==> src/rtl/dom_and_pipe.sv <==
// Two-stage DOM-indep masked AND gadget, NSH shares x WIDTH lanes, valid/ready handshake.
// Optional build macro DOM_BUBBLE_CLEAR_EN: empty pipeline slots carry all-zero shares.
module dom_and_pipe #(
  parameter int WIDTH = 8,
  parameter int NSH   = 2,
  parameter int CNT_W = 16,
  localparam int NRND = NSH * (NSH - 1) / 2
) (
  input  logic                    clk,
  input  logic                    rst_n,
  input  logic                    in_valid,
  output logic                    in_ready,
  input  logic [NSH*WIDTH-1:0]    a_sh,
  input  logic [NSH*WIDTH-1:0]    b_sh,
  input  logic [NRND*WIDTH-1:0]   rnd,
  output logic                    out_valid,
  input  logic                    out_ready,
  output logic [NSH*WIDTH-1:0]    y_sh,
  output logic [CNT_W-1:0]        op_cnt
);

  if (NSH < 2 || NSH > 4) begin : g_nsh_chk
    $error("dom_and_pipe: NSH must be in 2..4");
  end

  // Lexicographic index of share pair (i,j), i<j, into the rnd word list.
  function automatic int pair_idx(input int i, input int j);
    return i * (2 * NSH - i - 1) / 2 + (j - i - 1);
  endfunction

  logic                                 w_adv;
  logic                                 w_acc;
  logic [NSH-1:0][NSH-1:0][WIDTH-1:0]   w_term_p0;
  logic [NSH-1:0][NSH-1:0][WIDTH-1:0]   r_term_p1;
  logic                                 r_vld_p1;
  logic [NSH*WIDTH-1:0]                 w_y_p1;
  logic [NSH*WIDTH-1:0]                 r_y_p2;
  logic                                 r_vld_p2;
  logic [CNT_W-1:0]                     r_cnt;

  assign w_adv     = !r_vld_p2 || out_ready;
  assign w_acc     = in_valid && w_adv;
  assign in_ready  = w_adv;
  assign out_valid = r_vld_p2;
  assign y_sh      = r_y_p2;
  assign op_cnt    = r_cnt;

  // Stage 0 -> 1: diagonal holds the inner term a_i&b_i, off-diagonal the
  // remasked cross term; every term lands in its own register so no two
  // cross products are ever combined before being registered.
  always_comb begin
    w_term_p0 = '0;
    for (int i = 0; i < NSH; i++) begin
      for (int j = 0; j < NSH; j++) begin
        if (i == j)
          w_term_p0[i][j] = a_sh[i*WIDTH +: WIDTH] & b_sh[j*WIDTH +: WIDTH];
        else if (i < j)
          w_term_p0[i][j] = (a_sh[i*WIDTH +: WIDTH] & b_sh[j*WIDTH +: WIDTH])
                            ^ rnd[pair_idx(i, j)*WIDTH +: WIDTH];
        else
          w_term_p0[i][j] = (a_sh[i*WIDTH +: WIDTH] & b_sh[j*WIDTH +: WIDTH])
                            ^ rnd[pair_idx(j, i)*WIDTH +: WIDTH];
      end
    end
  end

  always_ff @(posedge clk or negedge rst_n) begin
    if (!rst_n) begin
      r_term_p1 <= '0;
      r_vld_p1  <= 1'b0;
    end else if (w_adv) begin
      r_vld_p1 <= w_acc;
`ifdef DOM_BUBBLE_CLEAR_EN
      r_term_p1 <= w_acc ? w_term_p0 : '0;
`else
      r_term_p1 <= w_term_p0;
`endif
    end
  end

  // Stage 1 -> 2: output share i compresses row i of the registered terms.
  always_comb begin
    w_y_p1 = '0;
    for (int i = 0; i < NSH; i++) begin
      for (int j = 0; j < NSH; j++) begin
        w_y_p1[i*WIDTH +: WIDTH] = w_y_p1[i*WIDTH +: WIDTH] ^ r_term_p1[i][j];
      end
    end
  end

  always_ff @(posedge clk or negedge rst_n) begin
    if (!rst_n) begin
      r_y_p2   <= '0;
      r_vld_p2 <= 1'b0;
    end else if (w_adv) begin
      r_vld_p2 <= r_vld_p1;
`ifdef DOM_BUBBLE_CLEAR_EN
      r_y_p2 <= r_vld_p1 ? w_y_p1 : '0;
`else
      r_y_p2 <= w_y_p1;
`endif
    end
  end

  always_ff @(posedge clk or negedge rst_n) begin
    if (!rst_n)
      r_cnt <= '0;
    else if (r_vld_p2 && out_ready)
      r_cnt <= r_cnt + CNT_W'(1);
  end

endmodule

==> config.mk <==
export PLATFORM = sky130hd
export DESIGN_NAME = dom_and_pipe
export DESIGN_NICKNAME = d
export VERILOG_FILES = /design/src/rtl/dom_and_pipe.sv
export SDC_FILE = /design/constraint.sdc
export NUM_CORES = 1
export LEC_CHECK = 0
export BUFFER_PORTS_ARGS = -buffer_cell sky130_fd_sc_hd__buf_2
export CAP_MARGIN = 20
export CORE_MARGIN = 3
export CORE_UTILIZATION = 40
export CTS_CLUSTER_SIZE = 40
export DETAILED_ROUTE_END_ITERATION = 8
export GPL_TIMING_DRIVEN = 0
export HOLD_SLACK_MARGIN = 0.08
export MAX_ROUTING_LAYER = met4
export PLACE_DENSITY_LB_ADDON = 0.15
export SLEW_MARGIN = 25
export SYNTH_ARGS = -nofsm -noshare
export SYNTH_HDL_FRONTEND = slang
export SYNTH_SLANG_ARGS = --single-unit
==> constraint.sdc <==
create_clock -name clk -period 1.6 [get_ports clk]
set_clock_uncertainty 0.15 [all_clocks]
set_input_delay 0.24 -clock clk [delete_from_list [all_inputs] [get_ports clk]]
set_output_delay 0.24 -clock clk [all_outputs]
set_load 0.1 [all_outputs]
## Yosys cells after proc, flatten, opt, wreduce, memory -nomap -nowiden

Index checks and enable logic that the tools add are counted.

- $lt $le $gt $ge: 0
- Reductions and logical operators: 4
- Shift operators: 0
- Multipliers: 0
- $add $sub $neg: 1
- Equality and inequality tests: 0
- Multiplexer cells: 0
- Bitwise logic cells: 8
- Div/mod/pow operators: 0

Operators by type and width:

| operator | count |
|---|---|
| bitwise AND 8 bit | 4 |
| bitwise XOR 8 bit | 4 |
| adder 16 x 1 -> 16 bit, second input constant | 1 |
| logical AND 1 bit | 2 |
| logical NOT 1 bit | 1 |
| logical OR 1 bit | 1 |

- Memory bits (writable): 0
- Bits in registers: 66
- Output and inout port bits: 34
- Latch bits: 0
- Bits of input ports: 44
- Memory bits (read-only): 0
- Word-level logic and storage cells: 21
- Memories: 0

## Depth between registers and ports, before layout

Gate-level depths: netlist of the first run.

- Depth in word-level cells: 3
- Depth in mapped cells: 6
- Mapped depth without buffers: 4

## Worst setup path after synthesis of the first run

Ideal clock, no wire load.

- Path kind: flip-flop to flip-flop
- From: register r_vld_p2, in the netlist out_valid
- To: register r_vld_p2, in the netlist out_valid
- Data required time: 1.296 ns
- Path slack: -0.720 ns
- Arrival time: 2.016 ns
- Library setup time: 0.154 ns
- Cell stages (with the launch flop): 6
- Period minus slack after synthesis: 2.320 ns
- Path buffers: 2
- Cells stage by stage: dfrtp_1 -> nor2b_1 -> buf_2 -> buf_4 -> inv_1 -> nand2b_1

- Word-level cells in the longest chain between the ends: 2

RTL lines:

| what | RTL line | text |
|---|---|---|
| start: declaration | 38 | `logic r_vld_p2;` |
| start signal: assignment | 96 | `r_vld_p2 <= r_vld_p1;` |
| logical NOT 1 bit | 41 | `assign w_adv = !r_vld_p2 \|\| out_ready;` |
| logical OR 1 bit | 41 |  |
| named net in_ready | 12 | `output logic in_ready,` |

The timed path passes the listed nets, and every way through them passes these cells.
A chain may end at the register's enable or synchronous reset.

## Worst setup path after layout of the first run

- From: register r_vld_p2, in the netlist out_valid
- To: output in_ready

- Word-level cells in the longest chain between the ends: 2

RTL lines:

| what | RTL line |
|---|---|
| logical NOT 1 bit | 41 |
| logical OR 1 bit | 41 |
| end: declaration | 12 |

No other way between the ends.

==> summary.txt, run 1 <==
1st-iter DRT viols - 52
CTS buffer count - 9
multi-input logic area - 1161 sq um
syn avg cell area - 10.14 sq um
Clock transition at path regs - 0.07 ns
largest net degree at the start of global routing - 52
RSZ-0062 raised after global routing - yes
GP Congestion - 0.7939
number of synthesized flops with an enable pin - 0
worst hold path type - in -> reg
GRT busiest layer - met2
synth unique cells - 21
main flop type after synthesis - dfrtp_1
power density cells - 1453 nW/um^2
critical path peak fanout - 2
Hold Slack - 0.09481 ns
asr flop ratio synth - 1.000
clk_lat worst skew - 0.34 ns
Post-DP HPWL - 4370 um
share of the synthesized area in the top cell type - 0.5815
CTS tree - yes
FF-to-FF setup slack - 0.04 ns
vias - 2,324
antenna violations before repair - 0
global-route usage over all layers - 0.1778
max_cap viols - 0
Reg2Reg Depth - 5
storage element area - 1693 sq um
H-tree depth - 3
DRT antenna net count - 0
failing checks - negative setup slack
GR met2 Demand/Resource - 0.2719
Final setup viols - 1
Post-Syn Nets - 325
Max Slew Vio Count - 0
worst-path cell chain - nor2b_4, clkinvlp_4, buf_12
Crit Reg-Reg Startpoint - out_valid
vias in the first global route - 2,363
top post-synthesis cells by area - dfrtp_1 (58%), nand2_1 (11%), xnor2_1 (9.3%), o21ai_0 (7.6%), xor2_1 (5.2%)
ant diodes - 0
clock buffer depth - 2
Startpoint Class - flop
CTS Sinks - 66
Die X-Extent - 90.27 um
CP max-delay cell - dfrtp_4
fin crit share - 1.008
Fmax - 620.2 MHz
drt first pass iters - 4
Filler cells - 607
design area - 4144 sq um
Syn. warnings - 0
dominant cell type by area after synthesis - dfrtp_1
HP Start - rnd[1]
slowest stage delay, CP - 0.41 ns
Finished Layout Cells - 514
P_leak - 1.861 nW
first-pass GRT wire length - 11,080 um
Synth Instances - 280
Worst setup EP type - output pin
drt via density - 4.521
total routed wirelength - 6557 um
number of synthesized register bits - 66
I/O Buffers - 77
Final Hold Violating Endpoints - 0
WP data required - 1.21 ns
critical path class - reg -> out
CP arrival - 1.22 ns
die area - 8148 sq um
die height - 90.27 um
hold path depth - 3
Avg WL per Cell - 12.76 um
post-synthesis sequential area ratio - 0.5815
GRT met3 Usage - 0.04667
share of cells above drive strength 1 - 0.3110
placed insts - 454
CTS Root Cell - clkbuf_8
Worst Tran Pin Value - 0.5050 ns
DRC errors left - 0
Period minus WS final - 1.612 ns
outcome - finished with violations
dpl cell area - 3430 sq um
Nets - 459
CP startpoint - out_valid
Placeable Area - 6832 sq um
max_slew headroom - 0.6656
VDD IR-drop max - 0.6717 mV
grt met1 use - 0.2258
setup ws final - -0.01237 ns
IO Count - 78
Syn Std Cell Area - 2840 sq um
gr ovfl total - 0
Std-Cell Rows - 30
area grow syn2layout - 45.90%
initial core utilization - 0.4158
logic make-up (layout without fill, tap and decap cells):
group,Yosys count,in the layout,share of synthesized area
compound gates,48,48,0.08458
simple gates,104,104,0.1568
fa+ha+maj,1,1,0.004405
flops,66,66,0.5815
buf+inv,12,150,0.01982
mux,2,2,0.007929
xor+xnor,47,47,0.1449
cells in the final DEF (no fill, tap or decap), drive strengths merged:
master | Yosys | layout
o21ai | 48 | 48
xor2 | 17 | 17
dlygate4sd3 | 0 | 43
nand2 | 84 | 84
clkinv | 0 | 2
and2 | 1 | 1
nand4 | 3 | 3
dfrtp | 66 | 66
and4 | 3 | 3
nor2b | 1 | 1
ha | 1 | 1
bufinv | 0 | 1
mux2 | 2 | 2
nand2b | 1 | 1
and3 | 4 | 4
nand3 | 7 | 7
buf | 7 | 78
clkbuf | 4 | 25
clkinvlp | 0 | 1
xnor2 | 30 | 30
registers in the layout, summed over array words and instances, names as in the netlist:
signal and flops:
y_sh 16, r_vld_p1 1, r_term_p1 32, op_cnt 16
out_valid 1
final timing paths:
kind | end
min reg2reg | out_valid
max reg2reg | y_sh[12]
min | r_term_p1[9]
min in group asynchronous | op_cnt[0]
max in group asynchronous | y_sh[9]
max | in_ready
power by group:
group          switching (mW)  internal, mW  total, mW
sequential              0.233          2.01       2.24
combinational            1.86         0.578       2.44
clock                   0.588         0.749       1.34
total                    2.68          3.34       6.02
Yosys cell counts (all sizes together) (2+ instances only):
master	n
o21ai	48
nand4	3
and3	4
dfrtp	66
nand2	84
clkbuf	4
and4	3
buf	7
xnor2	30
mux2	2
xor2	17
nand3	7
metrics by stage:
stage,power (mW),TNS [ns],worst slack (ns),utilization
5_1_grt,6.325,-0.06892,-0.06892,0.6066
3_5_place_dp,4.564,-0.2303,-0.1728,0.5020
6_report,6.021,-0.01237,-0.01237,0.6066
2_1_floorplan,4.080,-1.744,-0.2915,-
4_1_cts,6.044,-0.2626,-0.2221,0.6033
3_3_place_gp,4.519,-14.44,-0.3876,0.4976
layout make-up:
| class | count | area share |
|---|---|---|
| Clock inverter | 3 | 0.009662 |
| Sequential cell | 66 | 0.4085 |
| Tap cell | 96 | 0.02899 |
| Buffer | 9 | 0.01268 |
| Timing Repair Buffer | 125 | 0.2231 |
| Multi-Input combinational cell | 202 | 0.2802 |
| Inverter | 1 | 0.001812 |
| Clock buffer | 12 | 0.03502 |
what timing repair did:
action | in CTS | in global routing
resized for setup | 19 | 20
hold buffers | 43 | 0
setup buffers | 3 | 1
pin swaps | 0 | 1
setup endpoints to repair | 29 | 31
endpoints found under the hold margin | 94 | 0
critical path, delay by kind of cell (launching register included):
family	cells	cell delay [ns]
DFF	1	0.41
buffers and inverters	2	0.29
and+or+nand+nor	1	0.18
per-layer routing:
metal / up-vias / routed length (um)
li1: 1186 / -
met3: 8 / 309
met2: 61 / 3134
met5: - / 0
met1: 1069 / 3021
met4: 0 / 92
(Power assumes the default switching activity.)
==> inputs of run 2 (changes only) <==
--- a/config.mk
+++ b/config.mk
@@ -14,7 +14,8 @@
 export GPL_TIMING_DRIVEN = 0
 export HOLD_SLACK_MARGIN = 0.08
 export MAX_ROUTING_LAYER = met4
-export PLACE_DENSITY_LB_ADDON = 0.15
+export PLACE_DENSITY = 0.74
+export SETUP_SLACK_MARGIN = 0.1
 export SLEW_MARGIN = 25
 export SYNTH_ARGS = -nofsm -noshare
 export SYNTH_HDL_FRONTEND = slang
==> summary.txt, run 2 (same netlist as run 1, synthesis figures left out) <==
outcome - finished with violations
failing checks - negative setup slack
Crit Reg-Reg Startpoint - out_valid
total routed wirelength - 7109 um (+8.4%)
Clock transition at path regs - 0.07 ns (about the same)
Reg2Reg Depth - 5 (unchanged)
dpl cell area - 3422 sq um (-0.22%)
Max Slew Vio Count - 0 (unchanged)
FF-to-FF setup slack - 0.01 ns (-0.03 ns)
reg-to-reg endpoint - op_cnt[7]
worst hold path type - in -> reg
power density cells - 1443 nW/um^2 (-0.66%)
Placeable Area - 6832 sq um (unchanged)
total power draw - 6.403 mW (+6.3%)
share of cells above drive strength 1 - 0.3647 (+0.05370)
vias in the first global route - 2,493 (+5.5%)
GRT met3 Usage - 0.05833 (+0.01167)
Reg with most FFs - r_term_p1
design area - 4436 sq um (+7.0%)
P_leak - 2.006 nW (+7.8%)
Place WS - -0.1646 ns (+0.008245 ns)
die height - 90.27 um (unchanged)
fin crit share - 1.052 (+0.04446)
gr ovfl total - 0 (unchanged)
grt met1 use - 0.1999 (-0.02595)
DRC errors left - 0 (unchanged)
WP data required - 1.21 ns (about the same)
Avg WL per Cell - 13.64 um (+7.0%)
max_slew headroom - 0.7205 (+0.05483)
CTS Root Cell - clkbuf_8
GRT busiest layer - met2
drt first pass iters - 4 (unchanged)
Final Util - 0.6493 (+0.04267)
critical path class - reg -> out
global-route usage over all layers - 0.1806 (+0.002794)
Std-Cell Rows - 30 (unchanged)
Startpoint Class - flop
worst-path cell chain - nor2b_4, buf_6, clkinvlp_4, buf_12
area grow syn2layout - 56.17%
slowest stage delay, CP - 0.47 ns (+0.06 ns)
CTS tree - yes
critical path peak fanout - 2 (unchanged)
Worst setup EP type - output pin
RSZ-0062 raised after global routing - yes
register share of total power - 0.355 (-0.018)
initial core utilization - 0.4158 (unchanged)
Internal Pwr Total - 3.641 mW (+9.1%)
Net Switching - 2.762 mW (+2.9%)
Final Hold Violating Endpoints - 0 (unchanged)
IO Count - 78 (unchanged)
max_cap viols - 0 (unchanged)
CTS Sinks - 66 (unchanged)
CP arrival - 1.29 ns (+0.07 ns)
GR met2 Demand/Resource - 0.3149 (+0.04294)
most frequent cells in the layout - nand2_1 (76), dfrtp_1 (51), buf_2 (42)
Fmax - 594.0 MHz (-4.2%)
switching part of the total - 0.4314 (-0.01426)
Die X-Extent - 90.27 um (unchanged)
most common cell after layout, fill and taps aside - nand2_1
power share of the clock group - 0.224 (+0.002)
worst setup path endpoint - in_ready
GP Congestion - 0.7783 (-2.0%)
H-tree depth - 3 (unchanged)
DRT antenna net count - 0 (unchanged)
largest net degree at the start of global routing - 36 (-31%)
CTS buffer count - 9 (unchanged)
placed insts - 454 (unchanged)
1st-iter DRT viols - 136 (+160%)
clock buffer depth - 2 (unchanged)
Largest register FFs - 32 (unchanged)
setup ws final - -0.08352 ns (-0.07114 ns)
drt via density - 4.731 (+4.6%)
vias - 2,465 (+6.1%)
first-pass GRT wire length - 11,320 um (+2.1%)
antenna violations before repair - 0 (unchanged)
clk_lat worst skew - 0.33 ns (about the same)
sum of negative setup slack - -0.08352 ns (-0.07114 ns)
VDD IR-drop max - 0.8010 mV (+19%)
I/O Buffers - 77 (unchanged)
die area - 8148 sq um (unchanged)
Period minus WS final - 1.684 ns (+0.07114 ns)
Post-DP HPWL - 4464 um (+2.2%)
ant diodes - 0 (unchanged)
Hold Slack - 0.07147 ns (-0.02334 ns)
combinational power share - 0.420 (+0.015)
Worst Tran Pin Value - 0.4193 ns (-0.08572 ns)
CP max-delay cell - dfrtp_4
Filler cells - 558 (-8.1%)
CP startpoint - out_valid
Finished Layout Cells - 521 (+1.4%)
Final setup viols - 1 (unchanged)
Nets - 465 (+1.3%)
==> run 2: changes by cell type in the layout (fill, tap and decap cells not counted), moves of 3 or more <==
cell           before  now
dlygate4sd3_1      43   38
o21ai_2             0    3
buf_6               1    9
clkbuf_4            9    2
nand2_2             0    7
o21ai_0            37   20
buf_12              1    4
o21ai_1            11   25
nand2_1            84   76
buf_4              10   38
buf_2              65   42
==> run 2: worst max-delay path: cells and delay by family (launching register included) <==
kind | cells | cell delay (ns)
flip-flops | 1 | 0.47
buffers and inverters | 3 | 0.36
AND/OR/NAND/NOR | 1 | 0.13
==> run 2: worst min-delay path by stage <==
stage,from,end,slack [ns],depth (start not counted)
2_1_floorplan,rst_n,op_cnt[10],-0.21,0
3_5_place_dp,rst_n,op_cnt[2],0.06,1
5_1_grt,rnd[3],r_term_p1[11],0.08,3
6_report,rnd[7],r_term_p1[23],0.07,3
4_1_cts,rnd[3],r_term_p1[11],0.09,3
3_3_place_gp,r_vld_p1,out_valid,0.29,1
==> run 2: metal layers <==
| layer | share of wire | wire (um) |
|---|---|---|
| met1 | 0.40 | 2840 |
| met2 | 0.54 | 3859 |
| met3 | 0.045 | 323 |
| met4 | 0.012 | 85 |
| met5 | 0 | 0 |
==> run 2: what timing repair did <==
action	4_1_cts	5_1_grt
gates resized for setup	62	52
endpoints found under the setup margin	77	66
pin swaps	2	3
cloned	1	2
endpoints found under the hold margin	89	2
hold buffers	38	2
setup buffers	5	6
==> run 2: power by group through the flow <==
stage / Sequential (mW) / Clock [mW] / Combinational (mW)
final: 2.28 / 1.44 / 2.69
after global routing: 2.32 / 1.56 / 2.81
after CTS: 2.25 / 1.47 / 2.55
after detailed placement: 2.27 / 0 / 2.28
after global placement: 2.25 / 0 / 2.25
after floorplan: 3.62 / 0 / 0.457
==> run 2: cell type report <==
cell class	count	area [sq um]	share of cell area
clock inverter	2	35.03	0.007898
buffer	10	88.84	0.02003
timing repair buffer	130	1101	0.2482
clock buffer	14	172.7	0.03893
multi-input combinational	202	1217	0.2745
tap	96	120.1	0.02708
inverter	1	7.507	0.001693
sequential	66	1693	0.3817
==> inputs of run 3 (changes only) <==
--- a/config.mk
+++ b/config.mk
@@ -5,6 +5,7 @@
 export SDC_FILE = /design/constraint.sdc
 export NUM_CORES = 1
 export LEC_CHECK = 0
+export ABC_CLOCK_PERIOD_IN_PS = 1820
 export BUFFER_PORTS_ARGS = -buffer_cell sky130_fd_sc_hd__buf_2
 export CAP_MARGIN = 20
 export CORE_MARGIN = 3
==> constraint.sdc (replaced) <==
create_clock -name clk -period 1.82 [get_ports clk]
set_clock_uncertainty 0.15 [all_clocks]
set_input_delay 0.273 -clock clk [delete_from_list [all_inputs] [get_ports clk]]
set_output_delay 0.273 -clock clk [all_outputs]
set_load 0.1 [all_outputs]
==> summary.txt, run 3 (same netlist as run 1, synthesis figures left out) <==
outcome - finished clean
DRC errors left - 0 (unchanged)
Placeable Area - 6832 sq um (unchanged)
CP arrival - 1.31 ns (+0.02 ns)
die area - 8148 sq um (unchanged)
IO Count - 78 (unchanged)
total routed wirelength - 6839 um (-3.8%)
initial core utilization - 0.4158 (unchanged)
Std-Cell Rows - 30 (unchanged)
first-pass GRT wire length - 11,250 um (-0.56%)
drt via density - 4.653 (-1.7%)
CTS Sinks - 66 (unchanged)
H-tree depth - 3 (unchanged)
CP max-delay cell - dfrtp_4
max_cap viols - 0 (unchanged)
drt first pass iters - 4 (unchanged)
most frequent cells in the layout - nand2_1 (84), buf_2 (79), dfrtp_1 (51)
WP data required - 1.40 ns (+0.19 ns)
Largest register FFs - 32 (unchanged)
Startpoint Class - flop
Nets - 451 (-3.0%)
vias in the first global route - 2,454 (-1.6%)
sum of negative setup slack - 0 ns (+0.08352 ns)
share of cells above drive strength 1 - 0.3066 (-0.05814)
power density cells - 1304 nW/um^2 (-9.7%)
max_slew headroom - 0.6565 (-0.06394)
antenna violations before repair - 0 (unchanged)
Reg with most FFs - r_term_p1
delay-heaviest family, CP - flip-flops
area grow syn2layout - 40.88%
worst hold path type - in -> reg
Final Hold Violating Endpoints - 0 (unchanged)
critical path peak fanout - 2 (unchanged)
Fmax - 576.0 MHz
die height - 90.27 um (unchanged)
clk_lat worst skew - 0.33 ns (about the same)
Max Slew Vio Count - 0 (unchanged)
CTS tree - yes
Die X-Extent - 90.27 um (unchanged)
P_leak - 1.824 nW (-9.0%)
critical path class - reg -> out
most common cell after layout, fill and taps aside - nand2_1
1st-iter DRT viols - 80 (-41%)
DRT antenna net count - 0 (unchanged)
fin crit share - 0.9540
slowest stage delay, CP - 0.47 ns (about the same)
Filler cells - 627 (+12%)
Hold Slack - 0.1139 ns (+0.04243 ns)
VDD IR-drop max - 0.5981 mV (-25%)
Final setup viols - 0 (-1)
crit path buf inv count - 3 (unchanged)
CTS Root Cell - clkbuf_8
I/O Buffers - 77 (unchanged)
total power draw - 5.217 mW (-19%)
gr ovfl total - 0 (unchanged)
Avg WL per Cell - 13.49 um (-1.1%)
Post-DP HPWL - 4538 um (+1.7%)
worst-path cell chain - nor2b_4, buf_6, clkinvlp_4, buf_12
Period minus WS final - 1.736 ns
largest net degree at the start of global routing - 39 (+8.3%)
GP Congestion - 0.7937 (+2.0%)
Clock transition at path regs - 0.07 ns (about the same)
global-route usage over all layers - 0.1803 (-0.0002837)
Worst setup EP type - output pin
vias - 2,359 (-4.3%)
CTS buffer count - 9 (unchanged)
Worst Tran Pin Value - 0.5188 ns (+0.09948 ns)
ant diodes - 0 (unchanged)
RSZ-0062 raised after global routing - yes
clock buffer depth - 2 (unchanged)
FF-to-FF setup slack - 0.15 ns (+0.14 ns)
## run 3: cell types whose count changed in the layout (fill, tap and decap cells not counted), sizes merged
cell | previous run | this run
buf | 96 | 87
clkinv | 1 | 2
clkbuf | 20 | 19
bufinv | 1 | 0
dlygate4sd3 | 38 | 34
## run 3: timing repair
item / in CTS / in global routing
setup endpoints to repair: 1 / 18
buffers inserted: 4 / 0
hold endpoints to repair: 54 / 0
hold buffers: 34 / 0
gates resized for setup: 7 / 3
## run 3: metal layers
metal	share of wire	routed length (um)	global-route usage
met4	0.017	119	0.08291
met3	0.043	291	0.03583
met5	0	0	-
met2	0.52	3549	0.3068
met1	0.42	2879	0.2055
## run 3: worst register-to-register path: cells and delay by family, from the launching register on
| kind | cells | cell delay [ns] |
|---|---|---|
| xor gates and xnor gates | 1 | 0.13 |
| buffers and inverters | 1 | 0.14 |
| DFF | 1 | 0.47 |
| and+or+nand+nor | 3 | 0.65 |
## run 3: where the power goes
| part | switching, mW | total [mW] | internal [mW] |
|---|---|---|---|
| sequential | 0.198 | 1.97 | 1.77 |
| combinational | 1.65 | 2.10 | 0.453 |
| clock | 0.512 | 1.15 | 0.640 |
## run 3: worst paths after layout
path / startpoint / to / cells after the start
max: out_valid / in_ready / 4
min: rnd[5] / r_term_p1[13] / 3
max reg2reg: out_valid / op_cnt[7] / 5
min reg2reg: r_vld_p1 / out_valid / 1
max in group asynchronous: rst_n / op_cnt[10] / 3
min in group asynchronous: rst_n / op_cnt[14] / 2
## run 3: area by class of cell
type | count | area, sq um | share of cell area
sequential | 66 | 1693 | 0.4231
multi-input combinational | 202 | 1140 | 0.2849
timing repair buffer | 116 | 795.8 | 0.1989
clock buffer | 14 | 182.7 | 0.04565
tap | 96 | 120.1 | 0.03002
buffer | 10 | 52.55 | 0.01313
clock inverter | 2 | 10.01 | 0.002502
inverter | 1 | 7.507 | 0.001876
## run 3: through the flow
stage	instances	utilization	instance area [sq um]	worst slack, ns
4_1_cts	508	0.5868	4009	-0.02019
3_3_place_gp	453	0.4969	3395	-0.09283
3_5_place_dp	454	0.5002	3417	0.01841
5_1_grt	507	0.5857	4001	0.04808
2_1_floorplan	280	-	2889	-0.07151
6_report	507	0.5857	4001	0.08380
